File: config.mk
export PLATFORM = sky130hd
export DESIGN_NAME = bcd_to_binary_sequencer
export DESIGN_NICKNAME = d
export VERILOG_FILES = /design/src/rtl/conv_pkg.sv /design/src/rtl/serial_full_adder.sv /design/src/rtl/bcd_to_binary_sequencer.sv
export SDC_FILE = /design/constraint.sdc
export NUM_CORES = 1
export LEC_CHECK = 0
export BUFFER_PORTS_ARGS = -buffer_cell sky130_fd_sc_hd__buf_2
export CORE_MARGIN = 5
export CORE_UTILIZATION = 58
export CTS_BUF_LIST = sky130_fd_sc_hd__clkbuf_4
export CTS_CLUSTER_DIAMETER = 80
export CTS_CLUSTER_SIZE = 20
export DETAILED_ROUTE_END_ITERATION = 10
export PLACE_DENSITY = 0.92
export SLEW_MARGIN = 20
export SYNTH_ARGS = -nofsm -noshare
export SYNTH_HDL_FRONTEND = slang
export SYNTH_SLANG_ARGS = --single-unit
File: constraint.sdc
create_clock -name clk -period 4.1 [get_ports clk]
set_input_delay 0 -clock clk [delete_from_list [all_inputs] [get_ports clk]]
set_output_delay 0 -clock clk [all_outputs]
set_load 0.05 [all_outputs]
File: src/rtl/conv_pkg.sv
// Shared constants, FSM state encoding and digit-select helper for the
// BCD-to-binary ROM sequencer.
package conv_pkg;

  localparam int NUM_DECADES = 15;
  localparam int WORD_BITS   = 50;
  localparam int SLOT_LAST   = WORD_BITS - 1;
  localparam int DECADE_LAST = NUM_DECADES - 1;

  typedef enum logic [1:0] {
    IDLE,
    CHECK,
    ADD,
    DONE
  } state_e;

  // Decade d occupies bcd[4d+3:4d].
  function automatic logic [3:0] digit_at(input logic [4*NUM_DECADES-1:0] bcd,
                                          input logic [3:0]               decade);
    return bcd[{decade, 2'b00} +: 4];
  endfunction

endpackage

File: src/rtl/serial_full_adder.sv
// Bit-serial full adder: combinational sum, registered carry that can be
// cleared at the start of each decade and held when not enabled.
module serial_full_adder (
  input  logic clk,
  input  logic rst,
  input  logic clr,
  input  logic en,
  input  logic a,
  input  logic b,
  output logic sum,
  output logic carry_q
);

  logic carry_d;

  assign sum = a ^ b ^ carry_q;

  always_comb begin
    carry_d = carry_q;
    if (clr) begin
      carry_d = 1'b0;
    end else if (en) begin
      carry_d = (a & b) | (a & carry_q) | (b & carry_q);
    end
  end

  // NOTE: clocked state uses non-blocking assignments so every flop samples
  // pre-edge values regardless of statement order.
  always_ff @(posedge clk) begin
    if (rst) carry_q <= 1'b0;
    else     carry_q <= carry_d;
  end

endmodule

File: src/rtl/bcd_to_binary_sequencer.sv
// Walks 15 BCD digits, reads digit x 10^decade bit-serially from the
// conversion ROM and accumulates the bits into a rotating 50-bit word.
module bcd_to_binary_sequencer
  import conv_pkg::*;
(
  input  logic        clk,
  input  logic        rst,
  input  logic        start,
  input  logic [59:0] bcd_in,
  output logic [3:0]  rom_digit,
  output logic [3:0]  rom_decade,
  output logic [5:0]  rom_slot,
  output logic        rom_ce_n,
  output logic        rom_oe_n,
  output logic        rom_we_n,
  input  logic        rom_data,
  output logic        busy,
  output logic        done,
  output logic        error,
  output logic [49:0] result
);

  state_e      state_q, state_d;
  logic [59:0] bcd_q, bcd_d;
  logic [3:0]  decade_q, decade_d;
  logic [3:0]  digit_q, digit_d;
  logic [5:0]  slot_q, slot_d;
  logic        rom_en_q, rom_en_d;
  logic [49:0] acc_q, acc_d;
  logic [49:0] result_q, result_d;
  logic        error_q, error_d;
  logic        busy_q, busy_d;
  logic        done_q, done_d;

  logic [3:0]  cur_digit;
  logic        adder_clr, adder_en, adder_sum, adder_carry;

  serial_full_adder u_adder (
    .clk     (clk),
    .rst     (rst),
    .clr     (adder_clr),
    .en      (adder_en),
    .a       (acc_q[0]),
    .b       (rom_data),
    .sum     (adder_sum),
    .carry_q (adder_carry)
  );

  assign cur_digit = digit_at(bcd_q, decade_q);

  // NOTE: every always_comb output gets a default before the case so no path
  // leaves a variable unassigned, which would otherwise infer a latch.
  always_comb begin
    state_d   = state_q;
    bcd_d     = bcd_q;
    decade_d  = decade_q;
    digit_d   = digit_q;
    slot_d    = slot_q;
    rom_en_d  = rom_en_q;
    acc_d     = acc_q;
    result_d  = result_q;
    error_d   = error_q;
    adder_clr = 1'b0;
    adder_en  = 1'b0;

    unique case (state_q)
      IDLE: begin
        if (start) begin
          bcd_d    = bcd_in;
          acc_d    = '0;
          result_d = '0;
          error_d  = 1'b0;
          decade_d = '0;
          state_d  = CHECK;
        end
      end
      CHECK: begin
        if (cur_digit > 4'd9) begin
          error_d = 1'b1;
          acc_d   = '0;
          state_d = DONE;
        end else if (cur_digit == 4'd0) begin
          // Digit-0 ROM rows hold no valid data; contribute nothing.
          if (decade_q == 4'(DECADE_LAST)) state_d  = DONE;
          else                             decade_d = decade_q + 4'd1;
        end else begin
          digit_d   = cur_digit;
          slot_d    = '0;
          rom_en_d  = 1'b1;
          adder_clr = 1'b1;
          state_d   = ADD;
        end
      end
      ADD: begin
        adder_en = 1'b1;
        // LSB-first add; 50 rotations bring the word back into alignment.
        acc_d    = {adder_sum, acc_q[49:1]};
        if (slot_q == 6'(SLOT_LAST)) begin
          rom_en_d = 1'b0;
          if (decade_q == 4'(DECADE_LAST)) begin
            state_d = DONE;
          end else begin
            decade_d = decade_q + 4'd1;
            state_d  = CHECK;
          end
        end else begin
          slot_d = slot_q + 6'd1;
        end
      end
      DONE: begin
        state_d = IDLE;
      end
      default: state_d = IDLE;
    endcase

    // Result, done and error all become visible in the DONE cycle.
    if (state_d == DONE) result_d = acc_d;
    busy_d = (state_d == CHECK) || (state_d == ADD);
    done_d = (state_d == DONE);
  end

  always_ff @(posedge clk) begin
    if (rst) begin
      state_q  <= IDLE;
      bcd_q    <= '0;
      decade_q <= '0;
      digit_q  <= '0;
      slot_q   <= '0;
      rom_en_q <= 1'b0;
      acc_q    <= '0;
      result_q <= '0;
      error_q  <= 1'b0;
      busy_q   <= 1'b0;
      done_q   <= 1'b0;
    end else begin
      state_q  <= state_d;
      bcd_q    <= bcd_d;
      decade_q <= decade_d;
      digit_q  <= digit_d;
      slot_q   <= slot_d;
      rom_en_q <= rom_en_d;
      acc_q    <= acc_d;
      result_q <= result_d;
      error_q  <= error_d;
      busy_q   <= busy_d;
      done_q   <= done_d;
    end
  end

  assign rom_digit  = digit_q;
  assign rom_decade = decade_q;
  assign rom_slot   = slot_q;
  assign rom_ce_n   = ~rom_en_q;
  assign rom_oe_n   = ~rom_en_q;
  assign rom_we_n   = 1'b1;
  assign busy       = busy_q;
  assign done       = done_q;
  assign error      = error_q;
  assign result     = result_q;

endmodule

==> summary.md <==
| Metric | Value |
|---|---|
| Largest fanout on the critical path | `38` |
| Syn. warnings | `0` |
| First-pass GRT wire length | `35290 µm` |
| Post-route ant nets | `0` |
| Critical Path AT | `approximately 4.3 ns` |
| Hold path depth | `4` |
| Synth cell types | `46` |
| Initial antenna violation count | `0` |
| Crit path launch type | `flip-flop` |
| Row count | `41` |
| Clock-pin transition on the worst setup and hold timing paths | `about 0.17 ns` |
| Share of layout cells above drive strength 1 | `a little under a fifth` |
| WL final | `roughly 22000 µm` |
| Most Frequent Cell on Critical Path | `a22oi_1` |
| Max incr delay on CP | `about 0.55 ns` |
| Final net count | `around 1.1k` |
| Worst slew pin tran | `around 1.1 ns` |
| CTS HTree Levels | `4` |
| Post-synth EDFFs | `0` |
| Shortest period the worst path allows | `about 3.8 ns` |
| Count of pins over their slew limit | `0` |
| Crit Path Class | `flip-flop to flip-flop` |
| Clk_skew | `roughly 0.035 ns` |
| Post-DP HPWL | `12160 µm` |
| CTS tree | `yes` |
| Die width | `about 120 µm` |
| Clock Sinks | `between 150 and 200` |
| Skew-Pair Late Insertion Delay | `0.59 ns` |
| DR iter-0 viols | `roughly 930` |
| Outcome | `finished, final reports clean` |
| Hold endpoint | `bcd_q[41]` |
| Worst-path cell chain | `buf_12, nand2b_1, o221ai_1, a22oi_1, a32o_1, a21oi_1, o31a_1, ha_1, buf_4, nor3_2, buf_6, a22oi_1, nand2_1` |
| Global-route met1 utilization | `a little over a third` |
| IO Port Bufs | `132` |
| Largest net degree at the start of global routing | `roughly 100` |
| Via Count | `about 7.3k` |
| Yosys reg bits | `~180` |
| Hold WC Path Type | `primary input to flip-flop` |
| Fin util | `between 70% and 80%` |
| Post-synthesis async set-or-reset flop share | `0%` |
| Share of power burned in the clock network | `21.4%` |
| R2R Path End | `result[15]` |
| Core area | `around 0.013 mm²` |
| DRT Pass-1 Iters | `6` |
| FF-to-FF setup slack | `roughly 0.34 ns` |
| Synthesized instance count | `867` |
| Setup repair bufs after CTS | `0` |
| Comb pwr share | `a little over a third` |
| DRC violations left | `0` |
| Sw Share | `about two fifths` |
| Die Y | `~120 µm` |
| Crit. End Element | `flip-flop` |
| Met3 Use GR | `7.136%` |
| Seq/Total Area, Yosys | `about half` |
| Net switching power | `1.967 mW` |
| Worst Hold Launch | `bcd_in[41]` |
| Final Setup Violations | `0` |
| Clk root buf | `clkbuf_4` |
| Syn nets | `roughly 940` |
| Fmax | `~0.27 GHz` |
| Last weighted congestion value of the routability-driven placer | `between 0.8 and 0.9` |
| Grt ovf | `0` |
| Syn Std Cell Area | `0.007442 mm²` |
| Max-cap violations | `0` |
| Tot Pwr | `~4.8 mW` |
| Vias per cell | `around 6` |
| Pre-CTS WS | `roughly 0.26 ns` |
| Setup repair after global routing missed its margin | `no` |
| Fin cells | `approximately 1.2k` |
| Hold Vio Cnt, Final | `0` |
| Setup slack after layout | `0.3399 ns` |
| Cell-internal power | `roughly 2.8 mW` |
| Max clock buf depth | `2` |
| Met2 usage | `around half` |
| I/O pin cnt | `roughly 130` |
| Grt peak-use layer | `met2` |
| Final worst path period share | `91.71%` |
| Reg power frac | `a little over two fifths` |
| Crit path from | `rom_decade[1]` |
| Initial Util | `roughly 60%` |
| Lkg Pwr | `about 3.7 nW` |
| Worst slew margin | `26.27%` |
| Cells on worst reg2reg path | `13` |
| Setup TNS | `0 ns` |
| CP max-delay cell | `dfxtp_2` |
| TritonCTS buffer count | `17` |
| GRT Util Overall | `slightly below 30%` |
| Required @ worst endpoint | `4.61 ns` |
| VDD IR max | `about 0.34 mV` |
| Avg Cell Area, Syn | `8.584 µm²` |
| Die area | `0.01520 mm²` |
| Area Overhead vs Synth | `23.32%` |
| Reg-to-reg startpoint | `rom_decade[1]` |
| Placed Cells | `between 1k and 1.5k` |
| Pwr/cell area | `about 520 mW/mm²` |
| Main synth FF type | `dfxtp_1` |
| Vias in the first global route | `approximately 7.1k` |
| Drt wl/cell | `about 18 µm` |
==> flip-flops by register name, summed over array words and instances (netlist names) <==
name	cells
busy	1
done	1
rom_en_q	1
acc_q	50
rom_slot	6
error	1
result	50
state_q	2
bcd_q	60
u_adder.carry_q	1
rom_digit	4
rom_decade	4
==> cell usage in the layout (no fill, tap or decap), drive strengths merged, types with 8 or more instances in the layout <==
| master | count |
|---|---|
| a21oi | 86 |
| a22oi | 104 |
| buf | 143 |
| clkbuf | 18 |
| clkinv | 8 |
| dfxtp | 181 |
| dlygate4sd3 | 72 |
| ha | 9 |
| inv | 25 |
| mux2i | 17 |
| mux4 | 8 |
| nand2 | 174 |
| nand3 | 59 |
| nor2 | 60 |
| o21ai | 15 |
==> how the worst max path moves through the flow <==
stage                      end  slack [ns]  depth (start not counted)
floorplan           result[25]        0.28                         12
global placement     result[6]        0.39                         10
detailed placement  result[16]        0.26                         11
CTS                  result[3]        0.20                         11
global route        result[46]        0.09                         13
finish              result[15]        0.34                         13
==> per-stage QoR <==
| stage | cell area [µm²] | hold WS (ns) |
|---|---|---|
| 4_1_cts | 9166 | 0.1745 |
| 6_report | 9178 | 0.1887 |
| 3_3_place_gp | 8159 | 0.2446 |
| 3_5_place_dp | 8159 | 0.2474 |
| 5_1_grt | 9175 | 0.1588 |
| 2_1_floorplan | 7442 | 0.1360 |
==> kinds of logic after synthesis <==
group	share of synthesized area, %
compound gates	20.56
fa+ha+maj	1.782
buf+inv	5.027
flops	48.69
mux	5.061
other cells	0.05039
simple gates	18.83
==> layer usage <==
metal / share of wire (%) / vias to the layer above / wire, µm
li1: - / 3384 / -
met1: 39 / 3427 / 8527
met2: 48 / 426 / 10660
met3: 7.5 / 105 / 1670
met4: 5.7 / 0 / 1269
met5: 0 / - / 0
==> cell usage after synthesis, drive strengths merged (2+ instances only) <==
cell type	count	area (µm²)
o221ai	3	26.28
o21ai	15	78.83
a21oi	86	430.4
mux2	2	22.52
o31a	2	17.52
nand3	59	295.3
nand4b	4	35.03
or3	2	12.51
and3	3	18.77
buf	7	58.80
o31ai	2	15.01
nor2	60	232.7
o32ai	4	53.81
nor2b	5	31.28
a211oi	2	15.01
nand2	174	653.1
and2	5	31.28
nor3	2	10.01
inv	21	78.83
mux4	8	183.9
a31oi	2	12.51
clkbuf	63	236.5
o22ai	2	12.51
or4	5	37.54
dfxtp	181	3623
nand4	3	18.77
ha	9	112.6
a21o	2	15.01
a22oi	104	780.8
nand2b	4	25.02
mux2i	17	170.2
==> layout make-up <==
cell class,instances,area [µm²]
Sequential cell,181,3626
Multi-Input combinational cell,595,3473
Fill cell,856,3442
Timing Repair Buffer,215,1495
Tap cell,172,215.2
Clock inverter,14,151.4
Clock buffer,18,135.1
Inverter,21,78.83
Antenna cell,1,2.502
==> power by group through the flow <==
stage | Combinational, mW | Clock [mW] | Sequential (mW)
6_report | 1.69 | 1.02 | 2.05
5_1_grt | 1.82 | 1.11 | 2.06
4_1_cts | 1.60 | 1.01 | 2.02
3_5_place_dp | 1.52 | 0 | 2.06
3_3_place_gp | 1.50 | 0 | 2.05
2_1_floorplan | 1.12 | 0 | 2.09
==> critical path: cells and delay by family (launching register included) <==
family                   cells  cell delay, ns
buffers and inverters        3            0.75
flip-flops                   1            0.55
adder cells (fa/ha/maj)      1            0.24
AO/OA/AOI/OAI                6            1.59
AND/OR/NAND/NOR              3            0.55
==> what timing repair did <==
item	CTS	global route
hold buffers	72	0
endpoints found under the setup margin	0	50
resized for setup	0	4
hold endpoints to repair	80	0
Note: power is estimated with default switching activity, not from simulation.
